--- src/rtl/madgwick_seq.sv ---
// Sequencer for the madgwick filter core: one-deep sample buffer, core handshakes, quaternion capture.
// Optional watchdog enabled by defining MADGWICK_SEQ_TIMEOUT_EN.
module madgwick_seq #(
  parameter int unsigned ACC_W          = 11,
  parameter int unsigned GYRO_W         = 14,
  parameter int unsigned Q_W            = 16,
  parameter int unsigned CNT_W          = 16,
  parameter int unsigned TIMEOUT_CYCLES = 4096
) (
  input  logic                     clk,
  input  logic                     rst_n,
  input  logic                     enable,
  input  logic                     smp_valid,
  input  logic signed [ACC_W-1:0]  smp_a_x,
  input  logic signed [ACC_W-1:0]  smp_a_y,
  input  logic signed [ACC_W-1:0]  smp_a_z,
  input  logic signed [GYRO_W-1:0] smp_w_x,
  input  logic signed [GYRO_W-1:0] smp_w_y,
  input  logic signed [GYRO_W-1:0] smp_w_z,
  output logic                     f_valid_in,
  input  logic                     f_ready_in,
  output logic signed [ACC_W-1:0]  f_a_x,
  output logic signed [ACC_W-1:0]  f_a_y,
  output logic signed [ACC_W-1:0]  f_a_z,
  output logic signed [GYRO_W-1:0] f_w_x,
  output logic signed [GYRO_W-1:0] f_w_y,
  output logic signed [GYRO_W-1:0] f_w_z,
  input  logic                     f_valid_out,
  output logic                     f_ready_out,
  input  logic        [Q_W-1:0]    f_q_w,
  input  logic        [Q_W-1:0]    f_q_x,
  input  logic        [Q_W-1:0]    f_q_y,
  input  logic        [Q_W-1:0]    f_q_z,
  output logic        [Q_W-1:0]    q_w,
  output logic        [Q_W-1:0]    q_x,
  output logic        [Q_W-1:0]    q_y,
  output logic        [Q_W-1:0]    q_z,
  output logic                     q_update,
  output logic                     busy,
  output logic        [CNT_W-1:0]  update_cnt,
  output logic        [CNT_W-1:0]  overrun_cnt,
  input  logic                     cnt_clr,
  output logic                     timeout_err
);

  // Core quaternion format is Q2.(Q_W-2): 1.0 has bit Q_W-2 set.
  localparam logic [Q_W-1:0] QOne = Q_W'(1) << (Q_W - 2);

  typedef enum logic [1:0] {StIdle, StIssue, StWait} state_e;

  state_e r_state;
  state_e w_state_d;

  logic                     r_pend;
  logic                     w_pend_d;
  logic signed [ACC_W-1:0]  r_buf_ax, r_buf_ay, r_buf_az;
  logic signed [GYRO_W-1:0] r_buf_wx, r_buf_wy, r_buf_wz;
  logic signed [ACC_W-1:0]  r_op_ax, r_op_ay, r_op_az;
  logic signed [GYRO_W-1:0] r_op_wx, r_op_wy, r_op_wz;
  logic        [Q_W-1:0]    r_qw, r_qx, r_qy, r_qz;
  logic                     r_q_update;
  logic                     r_valid_in, w_valid_in_d;
  logic                     r_ready_out, w_ready_out_d;
  logic        [CNT_W-1:0]  r_upd_cnt, w_upd_cnt_d;
  logic        [CNT_W-1:0]  r_ovr_cnt, w_ovr_cnt_d;

  logic w_consume;
  logic w_hs_in;
  logic w_capture;
  logic w_overrun;
  logic w_to_fire;

  assign w_consume = (r_state == StIdle) && enable && r_pend;
  assign w_hs_in   = (r_state == StIssue) && r_valid_in && f_ready_in;
  assign w_capture = (r_state == StWait) && f_valid_out && r_ready_out;
  assign w_overrun = smp_valid && r_pend && !w_consume;

`ifdef MADGWICK_SEQ_TIMEOUT_EN
  localparam int unsigned ToW = (TIMEOUT_CYCLES > 1) ? $clog2(TIMEOUT_CYCLES) : 1;

  logic [ToW-1:0] r_to_cnt, w_to_cnt_d;
  logic           r_to_err, w_to_err_d;

  // A real handshake in the same cycle as the limit is honoured over the watchdog.
  assign w_to_fire = (r_state != StIdle) && !w_hs_in && !w_capture &&
                     (r_to_cnt == ToW'(TIMEOUT_CYCLES - 1));

  always_comb begin
    w_to_cnt_d = r_to_cnt;
    if (w_state_d != r_state) begin
      w_to_cnt_d = '0;
    end else if (r_state != StIdle) begin
      w_to_cnt_d = r_to_cnt + ToW'(1);
    end
    w_to_err_d = r_to_err;
    if (cnt_clr) begin
      w_to_err_d = 1'b0;
    end else if (w_to_fire) begin
      w_to_err_d = 1'b1;
    end
  end

  always_ff @(posedge clk or negedge rst_n) begin
    if (!rst_n) begin
      r_to_cnt <= '0;
      r_to_err <= 1'b0;
    end else begin
      r_to_cnt <= w_to_cnt_d;
      r_to_err <= w_to_err_d;
    end
  end

  assign timeout_err = r_to_err;
`else
  logic w_unused_to;
  assign w_unused_to = (TIMEOUT_CYCLES == 0);
  assign w_to_fire   = 1'b0;
  assign timeout_err = 1'b0;
`endif

  // State register.
  always_ff @(posedge clk or negedge rst_n) begin
    if (!rst_n) begin
      r_state <= StIdle;
    end else begin
      r_state <= w_state_d;
    end
  end

  // Next-state logic.
  always_comb begin
    w_state_d = r_state;
    unique case (r_state)
      StIdle:  if (w_consume) w_state_d = StIssue;
      StIssue: if (w_hs_in)   w_state_d = StWait;
      StWait:  if (w_capture) w_state_d = StIdle;
      default: w_state_d = StIdle;
    endcase
    if (w_to_fire) begin
      w_state_d = StIdle;
    end
  end

  // Next values of the registered handshake outputs, decoded from the next state.
  always_comb begin
    w_valid_in_d  = (w_state_d == StIssue);
    w_ready_out_d = (w_state_d == StWait);
`ifdef MADGWICK_SEQ_TIMEOUT_EN
    if (w_state_d == StIdle) begin
      w_ready_out_d = 1'b1;
    end
`endif
  end

  always_comb begin
    w_pend_d = r_pend;
    if (smp_valid) begin
      w_pend_d = 1'b1;
    end else if (w_consume) begin
      w_pend_d = 1'b0;
    end

    w_upd_cnt_d = r_upd_cnt;
    if (cnt_clr) begin
      w_upd_cnt_d = '0;
    end else if (w_capture) begin
      w_upd_cnt_d = r_upd_cnt + CNT_W'(1);
    end

    w_ovr_cnt_d = r_ovr_cnt;
    if (cnt_clr) begin
      w_ovr_cnt_d = '0;
    end else if (w_overrun && (r_ovr_cnt != '1)) begin
      w_ovr_cnt_d = r_ovr_cnt + CNT_W'(1);
    end
  end

  always_ff @(posedge clk or negedge rst_n) begin
    if (!rst_n) begin
      r_pend      <= 1'b0;
      r_buf_ax    <= '0;
      r_buf_ay    <= '0;
      r_buf_az    <= '0;
      r_buf_wx    <= '0;
      r_buf_wy    <= '0;
      r_buf_wz    <= '0;
      r_op_ax     <= '0;
      r_op_ay     <= '0;
      r_op_az     <= '0;
      r_op_wx     <= '0;
      r_op_wy     <= '0;
      r_op_wz     <= '0;
      r_qw        <= QOne;
      r_qx        <= '0;
      r_qy        <= '0;
      r_qz        <= '0;
      r_q_update  <= 1'b0;
      r_valid_in  <= 1'b0;
      r_ready_out <= 1'b0;
      r_upd_cnt   <= '0;
      r_ovr_cnt   <= '0;
    end else begin
      r_pend      <= w_pend_d;
      r_q_update  <= w_capture;
      r_valid_in  <= w_valid_in_d;
      r_ready_out <= w_ready_out_d;
      r_upd_cnt   <= w_upd_cnt_d;
      r_ovr_cnt   <= w_ovr_cnt_d;
      if (smp_valid) begin
        r_buf_ax <= smp_a_x;
        r_buf_ay <= smp_a_y;
        r_buf_az <= smp_a_z;
        r_buf_wx <= smp_w_x;
        r_buf_wy <= smp_w_y;
        r_buf_wz <= smp_w_z;
      end
      // Operands come from the old buffer contents, so a coincident sample is not lost.
      if (w_consume) begin
        r_op_ax <= r_buf_ax;
        r_op_ay <= r_buf_ay;
        r_op_az <= r_buf_az;
        r_op_wx <= r_buf_wx;
        r_op_wy <= r_buf_wy;
        r_op_wz <= r_buf_wz;
      end
      if (w_capture) begin
        r_qw <= f_q_w;
        r_qx <= f_q_x;
        r_qy <= f_q_y;
        r_qz <= f_q_z;
      end
    end
  end

  assign f_valid_in  = r_valid_in;
  assign f_ready_out = r_ready_out;
  assign f_a_x       = r_op_ax;
  assign f_a_y       = r_op_ay;
  assign f_a_z       = r_op_az;
  assign f_w_x       = r_op_wx;
  assign f_w_y       = r_op_wy;
  assign f_w_z       = r_op_wz;
  assign q_w         = r_qw;
  assign q_x         = r_qx;
  assign q_y         = r_qy;
  assign q_z         = r_qz;
  assign q_update    = r_q_update;
  assign busy        = (r_state != StIdle);
  assign update_cnt  = r_upd_cnt;
  assign overrun_cnt = r_ovr_cnt;

endmodule
--- config.mk ---
export PLATFORM = sky130hd
export DESIGN_NAME = madgwick_seq
export DESIGN_NICKNAME = d
export VERILOG_FILES = /design/src/rtl/madgwick_seq.sv
export SDC_FILE = /design/constraint.sdc
export NUM_CORES = 1
export LEC_CHECK = 0
export BUFFER_PORTS_ARGS = -buffer_cell sky130_fd_sc_hd__buf_2
export CAP_MARGIN = 40
export CORE_MARGIN = 5
export CORE_UTILIZATION = 55
export DETAILED_ROUTE_END_ITERATION = 7
export PLACE_DENSITY_LB_ADDON = 0.25
export SYNTH_ARGS = -nofsm -noshare
export SYNTH_HDL_FRONTEND = slang
export SYNTH_SLANG_ARGS = --single-unit
--- constraint.sdc ---
create_clock -name clk -period 4.1 [get_ports clk]
set_clock_uncertainty 0.2 [all_clocks]
set_input_delay 0 -clock clk [delete_from_list [all_inputs] [get_ports clk]]
set_output_delay 0 -clock clk [all_outputs]
set_load 0.005 [all_outputs]
# After elaboration in Yosys (flattened, before gate mapping)
# Index checks and enable logic that the tools add are counted.
word_totals:
  out_inout_bits: 176
  regBits: 252
  in_bits: 146
classes:
  add_sub_neg: 2
  eq_ne: 5
  reduce_logical: 15
  mux: 10
op_table:
  columns: ["operator", "count"]
  rows:
  - ["$mux W16", 4]
  - ["$add A16 B1 Y16 const B", 2]
  - ["$ne A16 B16 Y1 const B", 1]
  - ["$logic_and A1 B1 Y1", 9]
  - ["$reduce_bool A2 Y1", 4]
  - ["$mux W2", 3]
  - ["$pmux W2 S3", 1]
  - ["$eq A2 B1 Y1 const B", 2]
  - ["$eq A2 B2 Y1 const B", 2]
  - ["$logic_not A2 Y1", 1]
  - ["$mux W1", 2]
  - ["$logic_not A1 Y1", 1]

# Logic depth before layout (Yosys ltp)
# Gate-level depths: netlist (run 1).
logic_depth:
  ltp_word: 8
  mapped_depth: 6

# Least setup slack after synthesis (run 1)
# OpenSTA, ideal clock, no wires.
synth_path:
  path_kind: "register to register"
  from: "register r_ovr_cnt[0], in the netlist overrun_cnt[0]"
  to: "register r_ovr_cnt[7], in the netlist overrun_cnt[7]"
  required_time_ns: 3.775
  slack_ns: 2.079
  stages_incl_launch_ff: 7
  arrival_ns: 1.696
  setup_time_ns: 0.125
  cell_sequence: "dfrtp_1 -> ha_1 -> nand4_1 -> nor4_4 -> buf_4 -> nor4_1 -> mux2_2"
synth_via:
  elab_chain_len: 3
synth_lines:
  columns: ["element", "line_no", "rtl"]
  rows:
  - ["start: declaration", "65", "logic [CNT_W-1:0] r_ovr_cnt, w_ovr_cnt_d;"]
  - ["start signal: assignment", "208", "r_ovr_cnt <= w_ovr_cnt_d;"]
  - ["$add A16 B1 Y16 or $ne A16 B16 Y1 (tied branches)", "174, 173", null]
  - ["$mux W16 or $logic_and A1 B1 Y1 (tied branches)", "173", "end else if (w_overrun && (r_ovr_cnt != '1)) begin"]
  - ["$mux W16 or $reduce_bool A2 Y1 (tied branches)", null, null]
# Several ways; a longest one is shown, not always the timed one. The select of a mux whose other input is x is not followed.
# A chain may end at the register's enable or synchronous reset.

# Final worst setup path (run 1)
layout_path:
  from: "register r_state[1]"
  to: "register r_op_wy[3], in the netlist f_w_y[3]"
layout_via:
  elab_chain_len: 3
layout_lines:
  columns: ["element", "line_no", "rtl"]
  rows:
  - ["start: declaration", "51", "state_e r_state;"]
  - ["start signal: assignment", "124", "r_state <= StIdle;"]
  - ["start signal: assignment", "126", "r_state <= w_state_d;"]
  - ["$logic_not A2 Y1", "73", "assign w_consume = (r_state == StIdle) && enable && r_pend;"]
  - ["$logic_and A1 B1 Y1 (2 in a row)", "73", null]
  - ["end signal: assignment", "223", "r_op_wy <= r_buf_wy;"]
  - ["end: declaration", "59", "logic signed [GYRO_W-1:0] r_op_wx, r_op_wy, r_op_wz;"]
# No other way between the ends.

==> results.txt, run 1 <==
The number of sinks on the clock net came out at 252. The number of global-route vias before repair came out at 8848. In the final routed layout, each cell accounts on average for 19.0 µm.

The length of the first detailed-routing pass in iterations came out at 5. After synthesis the cells add up to 9990 µm². The number of setup buffers added after CTS is 0.

The worst setup path is of the flip-flop to flip-flop kind. In this run, synthesis produced a sequential element count of 252. The power density normalized to cell area is 561 nW/µm². The total placed cells including tap cells is 1319.

The clock period could shrink to 2.70 ns. The boundary pin count is 322. Counting flops with a built-in enable in the synthesized netlist gives 0. The count of pins over their slew limit is 0. The number of buffers added by the clock tree synthesis step is 26. The clock slew at the register clock pins of the worst setup and hold paths came out at roughly 0.06 ns.

Once the floorplan was initialized, standard cells occupied 55.8% of the core. Leaving out fill and tap cells, the most frequent cell in the layout is buf_2. The maximum fanout along the worst path is 53. The number of failing hold endpoints at the final stage came to 21. Setup violations remaining at the end of the flow were counted as 0. TritonCTS built the clock tree.

The final total negative setup slack came out at 0 ns. The total overflow left after global routing is 0. The number of fillers in the final layout is 919. The worst setup path is launched from a flip-flop. Setup repair after global routing left no endpoint under its margin. The number of maximum-capacitance violations is 0.

In this design, the stage delay of the slowest critical-path cell is 0.60 ns. The share of the cycle needed by the critical path after routing came out at 65.7%. The average vias per placed instance is 5.23. The routed wire length is 29.6 mm.

The remaining antenna violation count after routing came out at 0. The worst-case vdd ir drop is 0.000475 V. The final weighted congestion in routability-driven placement came out at 0.795. The required time of the critical path is 4.29 ns. The flow ran to the end, but the final reports show violations. The share of the core filled with cells in the final layout is 81.6%.

The gate count after technology mapping is 802. The core box area is 17900 µm². The worst setup path is captured at a flip-flop. The layout overhead on the synthesized area is 46.2%. The headroom to the max-slew limit is between 30% and 40%. The achievable clock frequency is about 370 MHz.

The tree is rooted in a clkbuf_16. The half-perimeter wire length of the detailed placement result is 16.6 mm. In this run the vertical extent of the chip is 145 µm. The final layout contains 1455 nets. In the layout the commonest cells are buf_2 (319), dfrtp_1 (251), nand2_1 (204).

The die area came out at 21000 µm². Of the cells placed in the final design, the portion with a size suffix greater than 1 is 41.3%. The wire length of the first global-routing pass is 45.6 mm. The worst hold path belongs to the class input pin to async pin.

The overall track demand over capacity in global routing came out at 27.5%. Grouping stages by cell kind, the critical path spends the most delay in simple AND/OR/NAND/NOR gates. The checks that failed: negative hold slack. The number of buffer cells added on primary ports is 320. The final cell count without fillers came out at 1561. The DRC violation total after the first TritonRoute iteration came out at 300.

The clock insertion delay at the later pin of the skew report is 0.52 ns. The slowest stage cell on the critical path is nor2_4. Final hold analysis gives a worst-case slack of -0.0580 ns. The data arrival time at the worst-slack endpoint is roughly 2.9 ns.

The count of buffer and inverter cells on the critical path is 1. The total via count after detailed routing came out at 8171. The critical path goes through or3b_4 > nor2_4 > buf_12 > mux2_2. The number of warnings reported in the yosys synthesis log came out at 0. The number of nets handed over by synthesis was 950. The initial antenna violation count came to 4. Entering global routing, the biggest net connects 139 pins. The flip-flop cell with the highest count after synthesis is dfrtp_1.

The floorplan has 49 rows. The DRC violation count after routing came out at 0. The leakage dissipation is 7.28 nW. The actual slew at the worst max-slew pin is 1.03 ns. The mean area per synthesized cell came out at 12.5 µm². For this run, asynchronously set or reset flops after synthesis account for 100%.

The number of buffers on the longest clock path came out at 3. The register area share after synthesis came out at 63.2%. The total number of H-tree levels came out at 1. The floorplan step set the die width to 145 µm.

In this run, distinct cell masters in the synthesized netlist total 44.
-- cell usage after synthesis (2+ instances only) --
cell	count	area share, %
dfrtp_1	251	63
nand2_1	204	7.7
mux2_2	159	18
nor2_1	24	0.90
a21oi_1	15	0.75
buf_2	14	0.70
nand3_1	14	0.70
buf_1	9	0.34
clkbuf_1	9	0.34
nor4_1	9	0.56
nor2b_1	8	0.50
xnor2_1	8	0.70
inv_1	7	0.26
nor3_1	7	0.35
or4_1	6	0.45
buf_4	5	0.38
nand4_1	5	0.31
o21ai_0	5	0.25
o31ai_1	5	0.38
and3_1	4	0.25
buf_6	3	0.34
or3_1	3	0.19
a31o_2	2	0.18
ha_1	2	0.25
nand2b_1	2	0.13
nor4_4	2	0.43
nor4b_1	2	0.18
o41ai_1	2	0.18
-- layout make-up --
cell class	instances	area, µm²	area share, %
Sequential cell	252	6310	43.2
Timing Repair Buffer	517	3580	24.5
Multi-Input combinational cell	502	3450	23.7
Clock buffer	32	744	5.10
Tap cell	229	287	1.96
Clock inverter	16	190	1.30
Inverter	8	30.0	0.206
Antenna cell	5	12.5	0.0857
-- logic make-up after synthesis --
group	count (synthesis)	synth area share [%]
buffers and inverters	48	2.39
AO/OA/AOI/OAI	33	2.05
multiplexers	159	17.9
XOR/XNOR	9	0.789
flip-flops	252	63.2
AND/OR/NAND/NOR	298	13.4
other	1	0.0375
adder cells (fa/ha/maj)	2	0.251
-- sequential cells by signal (all words and copies together) (netlist names), 2 cells and up --
signal and count:
f_a_x 11, update_cnt 16, r_state 2, r_buf_wx 14, f_a_y 11, f_w_z 14
q_z 16, f_w_x 14, q_y 16, r_buf_wy 14, q_x 16, r_buf_az 11
q_w 16, r_buf_wz 14, f_a_z 11, r_buf_ax 11, overrun_cnt 16, f_w_y 14
r_buf_ay 11
-- layer usage --
| metal | global-route usage [%] | part of all wire (%) | vias to the layer above |
|---|---|---|---|
| met5 | 0 | 0 | - |
| met3 | 6.57 | 6.7 | 124 |
| met4 | 14.5 | 6.1 | 0 |
| met2 | 47.5 | 52 | 337 |
| li1 | - | - | 3728 |
| met1 | 31.9 | 35 | 3982 |
-- power breakdown --
part	internal [mW]	switching [mW]
clock network	1.54	0.976
logic	1.15	0.981
registers	3.15	0.398
-- final timing paths --
check                            from          end  slack, ns  depth (start not counted)
hold reg to reg               q_w[14]      q_w[14]       0.26                          2
setup / recovery           r_state[1]     f_w_y[3]       1.40                          4
min in group clk             f_q_z[9]       q_z[9]       0.02                          4
max in group asynchronous       rst_n      q_w[14]       2.64                          3
hold / removal                  rst_n  r_buf_az[5]      -0.06                          2
setup reg to reg           r_state[1]     f_w_y[3]       1.40                          4
-- metrics by stage --
step           setup slack, ns  cell area (µm²)  power (mW)  hold WS [ns]
2_1_floorplan             2.08             9990        4.45        -0.496
3_3_place_gp              1.51            11800        5.35       -0.0123
3_5_place_dp              1.48            11800        5.44      -0.00725
4_1_cts                   1.47            14600        8.13      0.000286
5_1_grt                   1.31            14600        8.60        0.0205
6_report                  1.40            14600        8.20       -0.0580
-- repair_timing --
action	in CTS	in global routing
setup endpoints to repair	0	0
hold buffers	189	0
hold endpoints to repair	310	0
resized for setup	0	0
Note: power is estimated with default switching activity, not from simulation.
==> inputs of run 2 (changes only) <==
--- a/config.mk
+++ b/config.mk
@@ -8,7 +8,7 @@
 export BUFFER_PORTS_ARGS = -buffer_cell sky130_fd_sc_hd__buf_2
 export CAP_MARGIN = 40
 export CORE_MARGIN = 5
-export CORE_UTILIZATION = 55
+export CORE_UTILIZATION = 51
 export DETAILED_ROUTE_END_ITERATION = 7
 export PLACE_DENSITY_LB_ADDON = 0.25
 export SYNTH_ARGS = -nofsm -noshare
==> constraint.sdc (replaced) <==
create_clock -name clk -period 2.6 [get_ports clk]
set_clock_uncertainty 0.2 [all_clocks]
set_input_delay 0 -clock clk [delete_from_list [all_inputs] [get_ports clk]]
set_output_delay 0 -clock clk [all_outputs]
set_load 0.005 [all_outputs]
==> results.txt, run 2 (synthesis results as in run 1) <==
The number of sinks on the clock net came out at 252 (unchanged). The sequential fraction of design power came to 44.1% (+0.8 points). The data arrival time at the worst-slack endpoint came out at 2.53 ns (-0.36 ns). The switching power share of the total is 28.7% (-0.042 points). The total placed cells including tap cells is 1357 (+2.9%). The count of final setup violators came out at 0 (unchanged). The worst-case vdd ir drop is 0.000743 V (+57%). The final weighted congestion in routability-driven placement is 0.827 (+4.1%).

The post-layout net count came out at 1465 (+0.69%). The headroom to the max-slew limit was 51.2% (+20 points). The placement-stage worst setup slack is 0.260 ns (-1.22 ns). Setup repair after global routing left no endpoint under its margin. TritonCTS built the clock tree. The routed wire length came out at 29.0 mm (-2.0%). The number of global-route vias before repair is 8796 (-0.59%). The number of maximum-capacitance violations came out at 0 (unchanged).

The total congestion overflow after global routing came out at 0 (unchanged). The post-detailed-route wirelength per cell is 18.1 µm (-4.3%). The required time of the critical path is 2.80 ns (-1.49 ns). The row count came out at 51 (+4.1%). The number of failing hold endpoints at the final stage came out at 0 (-100%).

The wire length of the first global-routing pass was 45.9 mm (+0.57%). The flow ran to the end, and the final reports show no timing, DRC or antenna violations. The share of the cycle needed by the critical path after routing came out at 89.8% (+24 points). The length of the first detailed-routing pass in iterations came out at 5 (unchanged). The overall track demand over capacity in global routing is 25.4% (-2.1 points). The minimum period implied by the final worst setup slack is 2.33 ns (-0.360 ns). The core box area came out at 19400 µm² (+8.4%). The switching power is 3.63 mW (+54%). The fraction of final layout cells sized beyond drive strength 1 is 40.6% (-0.71 points). The die area was 22500 µm² (+7.3%). The layout overhead on the synthesized area is 47.2%.

The leakage dissipation came out at 7.34 nW (+0.77%). The number of buffer cells added on primary ports is 320 (unchanged). The largest net degree at the start of global routing came out at 81 (-42%). The average vias per placed instance is 5.10 (-2.6%). The die width came to 150 µm (+3.6%). The boundary pin count came to 322 (unchanged). The total number of H-tree levels was 1 (unchanged). The power density normalized to cell area is 860 nW/µm² (+53%). The initial core utilization came out at 51.5% (-4.3 points).

The actual slew at the worst max-slew pin came out at 0.732 ns (-0.300 ns). The depth of the most critical reg-to-reg path is 5 (+1). The clock slew at the register clock pins of the worst setup and hold paths came to 0.06 ns (about the same). The DRC violation total after the first TritonRoute iteration came out at 322 (+7.3%). STA classifies the critical path endpoint as a flip-flop. The library cell used most frequently in the layout, excluding fill and tap cells, is buf_2. The initial antenna violation count came out at 1 (-3).

The share of power burned in the clock network came out at 28.6% (-2.1 points). The final cell count without fillers came out at 1600 (+2.5%). The worst hold path belongs to the class input pin to flip-flop. The power consumption is 12.6 mW (+54%). The number of buffers on the longest clock path is 3 (unchanged).

The number of fillers in the final layout came out at 1198 (+30%). The cell depth of the worst min-delay path came out at 4. The DRC violation count after routing came out at 0 (unchanged). The number of buffers added by the clock tree synthesis step is 26 (unchanged).

The internal cell power came out at 9.01 mW (+54%). The maximum fanout along the worst path came out at 14 (-74%). The achievable clock frequency is 428 MHz (+15%). The half-perimeter wire length of the detailed placement result is 16.9 mm (+2.3%). The part of the total power dissipated in combinational logic is 27.3% (+1.4 points). The nature of the critical path startpoint is a flip-flop. The remaining antenna violation count after routing came out at 0 (unchanged). The library cells used most frequently in the layout, excluding fill and tap cells, are buf_2 (318), dfrtp_1 (251), nand2_1 (204).

The count of pins over their slew limit came out at 0 (unchanged). The total via count after detailed routing came to 8160 (-0.13%). The buffer type at the clock tree root is clkbuf_16.

The post-layout worst setup margin is 0.265 ns (-1.14 ns). The clock insertion delay at the later pin of the skew report came to 0.52 ns (about the same). The final total negative setup slack is 0 ns (unchanged). The die height is 150 µm (+3.6%). The critical path is of the flip-flop to flip-flop type.
## run 2: final cells by class
class	count	area [µm²]	share of cell area, %
Multi-Input combinational cell	502	3450	23.5
Tap cell	265	332	2.26
Antenna cell	2	5.00	0.0341
Inverter	8	30.0	0.204
Clock buffer	38	766	5.21
Sequential cell	252	6310	42.9
Clock inverter	6	68.8	0.468
Timing Repair Buffer	527	3730	25.4
## run 2: path summary, 6_finish.rpt
path	start	end	slack, ns
worst min-delay path	f_q_w[9]	q_w[9]	0.02
max in group asynchronous	rst_n	q_w[14]	0.97
worst max-delay path	overrun_cnt[0]	overrun_cnt[6]	0.27
min in group asynchronous	rst_n	r_buf_az[1]	0.39
worst min register to register	q_w[6]	q_w[6]	0.27
worst max register to register	overrun_cnt[0]	overrun_cnt[6]	0.27
## run 2: timing repair
action | in CTS | in global routing
endpoints found under the setup margin | 0 | 1
buffers inserted | 0 | 0
resized for setup | 0 | 1
hold buffers | 197 | 0
endpoints found under the hold margin | 427 | 0
## run 2: metal layers
metal / track usage [%] / routed length (µm) / vias up
met4: 10.6 / 1300 / 0
li1: - / - / 3733
met2: 44.4 / 14800 / 330
met3: 6.87 / 2170 / 102
met5: 0 / 0 / -
met1: 29.6 / 10800 / 3995
## run 2: power groups by stage
stage	combinational, mW	sequential [mW]	clock (mW)
final	3.45	5.58	3.61
after global routing	3.75	5.70	3.86
after CTS	3.40	5.54	3.69
after detailed placement	3.03	5.58	0
after global placement	2.94	5.53	0
after floorplan	1.41	5.62	0
## run 2: through the flow
step           hold WS, ns  area [µm²]  utilization, %
3_3_place_gp        -0.167       11900            61.1
2_1_floorplan       -0.496        9990               -
6_report            0.0223       14700            75.8
3_5_place_dp        -0.163       11900            61.3
5_1_grt            0.00821       14700            75.8
4_1_cts            0.00246       14700            75.7
## run 2: critical path: stages (launching register included)
cell and delay (ns):
dfrtp_1 0.44, ha_1 0.27, nand4_1 0.21, nor4_4 0.66, nor3_1 0.15, mux2_2 0.29
==> inputs of run 3 (changes only) <==
==> constraint.sdc (replaced) <==
create_clock -name clk -period 2.4 [get_ports clk]
set_clock_uncertainty 0.2 [all_clocks]
set_input_delay 0 -clock clk [delete_from_list [all_inputs] [get_ports clk]]
set_output_delay 0 -clock clk [all_outputs]
set_load 0.005 [all_outputs]
==> results.txt, run 3 (synthesis results as in run 1) <==
The run finished with clean final reports. The worst setup path is launched from a flip-flop. The overall track demand over capacity in global routing is 27.0% (+1.6 points). In the layout the commonest cells are buf_2 (318), dfrtp_1 (251), nand2_1 (204).

The share of the core filled with cells in the final layout is 76.8% (+1.1 points). The power density normalized to cell area came out at 948 nW/µm² (+10%). The initial antenna violation count is 3 (+2).

The worst-case vdd ir drop is 0.000694 V (-6.6%). The die area is 22500 µm² (unchanged). The total congestion overflow after global routing came out at 0 (unchanged). The number of buffers on the longest clock path is 3 (unchanged). The boundary pin count is 322 (unchanged).

The die height is 150 µm (unchanged). The headroom to the max-slew limit came out at 52.2% (+0.95 points). From synthesis to final layout, the design area changed by 49.3%. The library cell used most frequently in the layout, excluding fill and tap cells, is buf_2. The fraction of final layout cells sized beyond drive strength 1 was 40.9% (+0.29 points). The share of the cycle needed by the critical path after routing came out at 94.6% (+4.8 points). The required time of the critical path is 2.60 ns (-0.20 ns).

The minimum period implied by the final worst setup slack came to 2.27 ns (-0.0635 ns). The leakage dissipation is 7.43 nW (+1.2%). TritonCTS built the clock tree. The wire length of the first global-routing pass was 48.2 mm (+5.0%).

The data arrival time at the worst-slack endpoint came out at 2.47 ns (-0.06 ns). The number of global-route vias before repair was 9182 (+4.4%). The largest net degree at the start of global routing is 77 (-4.9%). The routed wire length is 30.5 mm (+5.0%). The number of fillers in the final layout is 1178 (-1.7%).

The half-perimeter wire length of the detailed placement result is 16.6 mm (-2.2%). The number of sinks on the clock net came out at 252 (unchanged). The clock slew at the register clock pins of the worst setup and hold paths came out at 0.06 ns (about the same).

The average vias per placed instance is 5.15 (+0.96%). The number of maximum-capacitance violations is 0 (unchanged). The root buffer cell chosen for the clock tree is clkbuf_16. The core box area is 19400 µm² (unchanged). By startpoint and endpoint, the worst setup path is classified as flip-flop to flip-flop. The final total negative setup slack came out at 0 ns (unchanged). The post-detailed-route wirelength per cell came out at 18.8 µm (+3.9%). Setup repair after global routing left no endpoint under its margin. The DRC violation total after the first TritonRoute iteration is 240 (-25%). The number of buffer cells added on primary ports is 320 (unchanged). The total number of H-tree levels came out at 1 (unchanged). The DRC violation count after routing is 0 (unchanged).

The count of final setup violators came to 0 (unchanged). The actual slew at the worst max-slew pin is 0.717 ns (-0.0143 ns). The remaining antenna violation count after routing came out at 0 (unchanged). The row count was 51 (unchanged). The count of pins over their slew limit is 0 (unchanged).

The die width is 150 µm (unchanged). The achievable clock frequency is 440 MHz (+2.8%). The final weighted congestion in routability-driven placement was 0.814 (-1.6%).

The number of failing hold endpoints at the final stage came to 0 (unchanged). The maximum fanout along the worst path is 8 (-6). The min-delay analysis places its worst path in the category input pin to flip-flop.

The total via count after detailed routing came out at 8326 (+2.0%). The length of the first detailed-routing pass in iterations is 5 (unchanged). The worst setup path is captured at a flip-flop. The number of buffers added by the clock tree synthesis step came out at 27 (+3.8%). The clock insertion delay at the later pin of the skew report came to 0.52 ns (about the same).

The initial core utilization came out at 51.5% (unchanged). The post-layout net count came to 1475 (+0.68%).
run 3: repair_timing:
action | in CTS | in global routing
hold buffers | 204 | 0
hold endpoints to repair | 428 | 0
endpoints found under the setup margin | 0 | 16
buffers inserted | 0 | 0
gates resized for setup | 0 | 2
run 3: through the flow:
step / worst slack, ns / instance area [µm²] / hold WS, ns / cells / power (mW)
6_report: 0.129 / 14900 / 0.00380 / 1617 / 14.1
5_1_grt: 0.0238 / 14900 / 0.0215 / 1615 / 14.8
4_1_cts: 0.0307 / 14900 / 0.00181 / 1613 / 14.0
3_5_place_dp: 0.275 / 11900 / -0.253 / 1359 / 9.31
3_3_place_gp: 0.321 / 11900 / -0.249 / 1358 / 9.18
2_1_floorplan: 0.379 / 9990 / -0.496 / 802 / 7.61
run 3: per-layer routing:
metal | global-route usage, % | up-vias | wire length, µm
li1 | - | 3771 | -
met1 | 31.0 | 4090 | 11300
met2 | 46.8 | 343 | 15500
met3 | 6.87 | 120 | 1990
met4 | 13.8 | 2 | 1610
met5 | 0 | - | 13
run 3: cell type report:
| class | count | area (µm²) | share of cell area (%) |
|---|---|---|---|
| inverter | 8 | 30.0 | 0.201 |
| multi-input combinational | 502 | 3450 | 23.2 |
| clock inverter | 12 | 146 | 0.982 |
| clock buffer | 38 | 787 | 5.28 |
| tap | 265 | 332 | 2.22 |
| timing repair buffer | 536 | 3840 | 25.8 |
| antenna | 4 | 10.0 | 0.0671 |
| sequential | 252 | 6310 | 42.3 |
run 3: where the power goes:
part           switching [mW]  total [mW]  internal, mW
sequential              0.665        6.06          5.39
clock                    1.68        4.28          2.61
combinational            1.72        3.79          2.07
run 3: critical path, cell delays in order, from the launching register on:
cell and delay, ns:
dfrtp_1 0.46, nand4_2 0.29, nor4_4 0.43, xnor2_1 0.16, nor2_1 0.05, dlygate4sd3_1 0.57
run 3: path summary, 6_finish.rpt:
check / cells after the start / from / to / slack [ns]
max in group asynchronous: 4 / rst_n / q_w[14] / 1.18
setup reg to reg: 5 / update_cnt[3] / update_cnt[11] / 0.13
hold / removal: 4 / f_q_y[7] / q_y[7] / 0.004
setup / recovery: 5 / update_cnt[3] / update_cnt[11] / 0.13
min in group asynchronous: 4 / rst_n / r_buf_az[5] / 0.44
hold reg to reg: 2 / q_y[8] / q_y[8] / 0.27
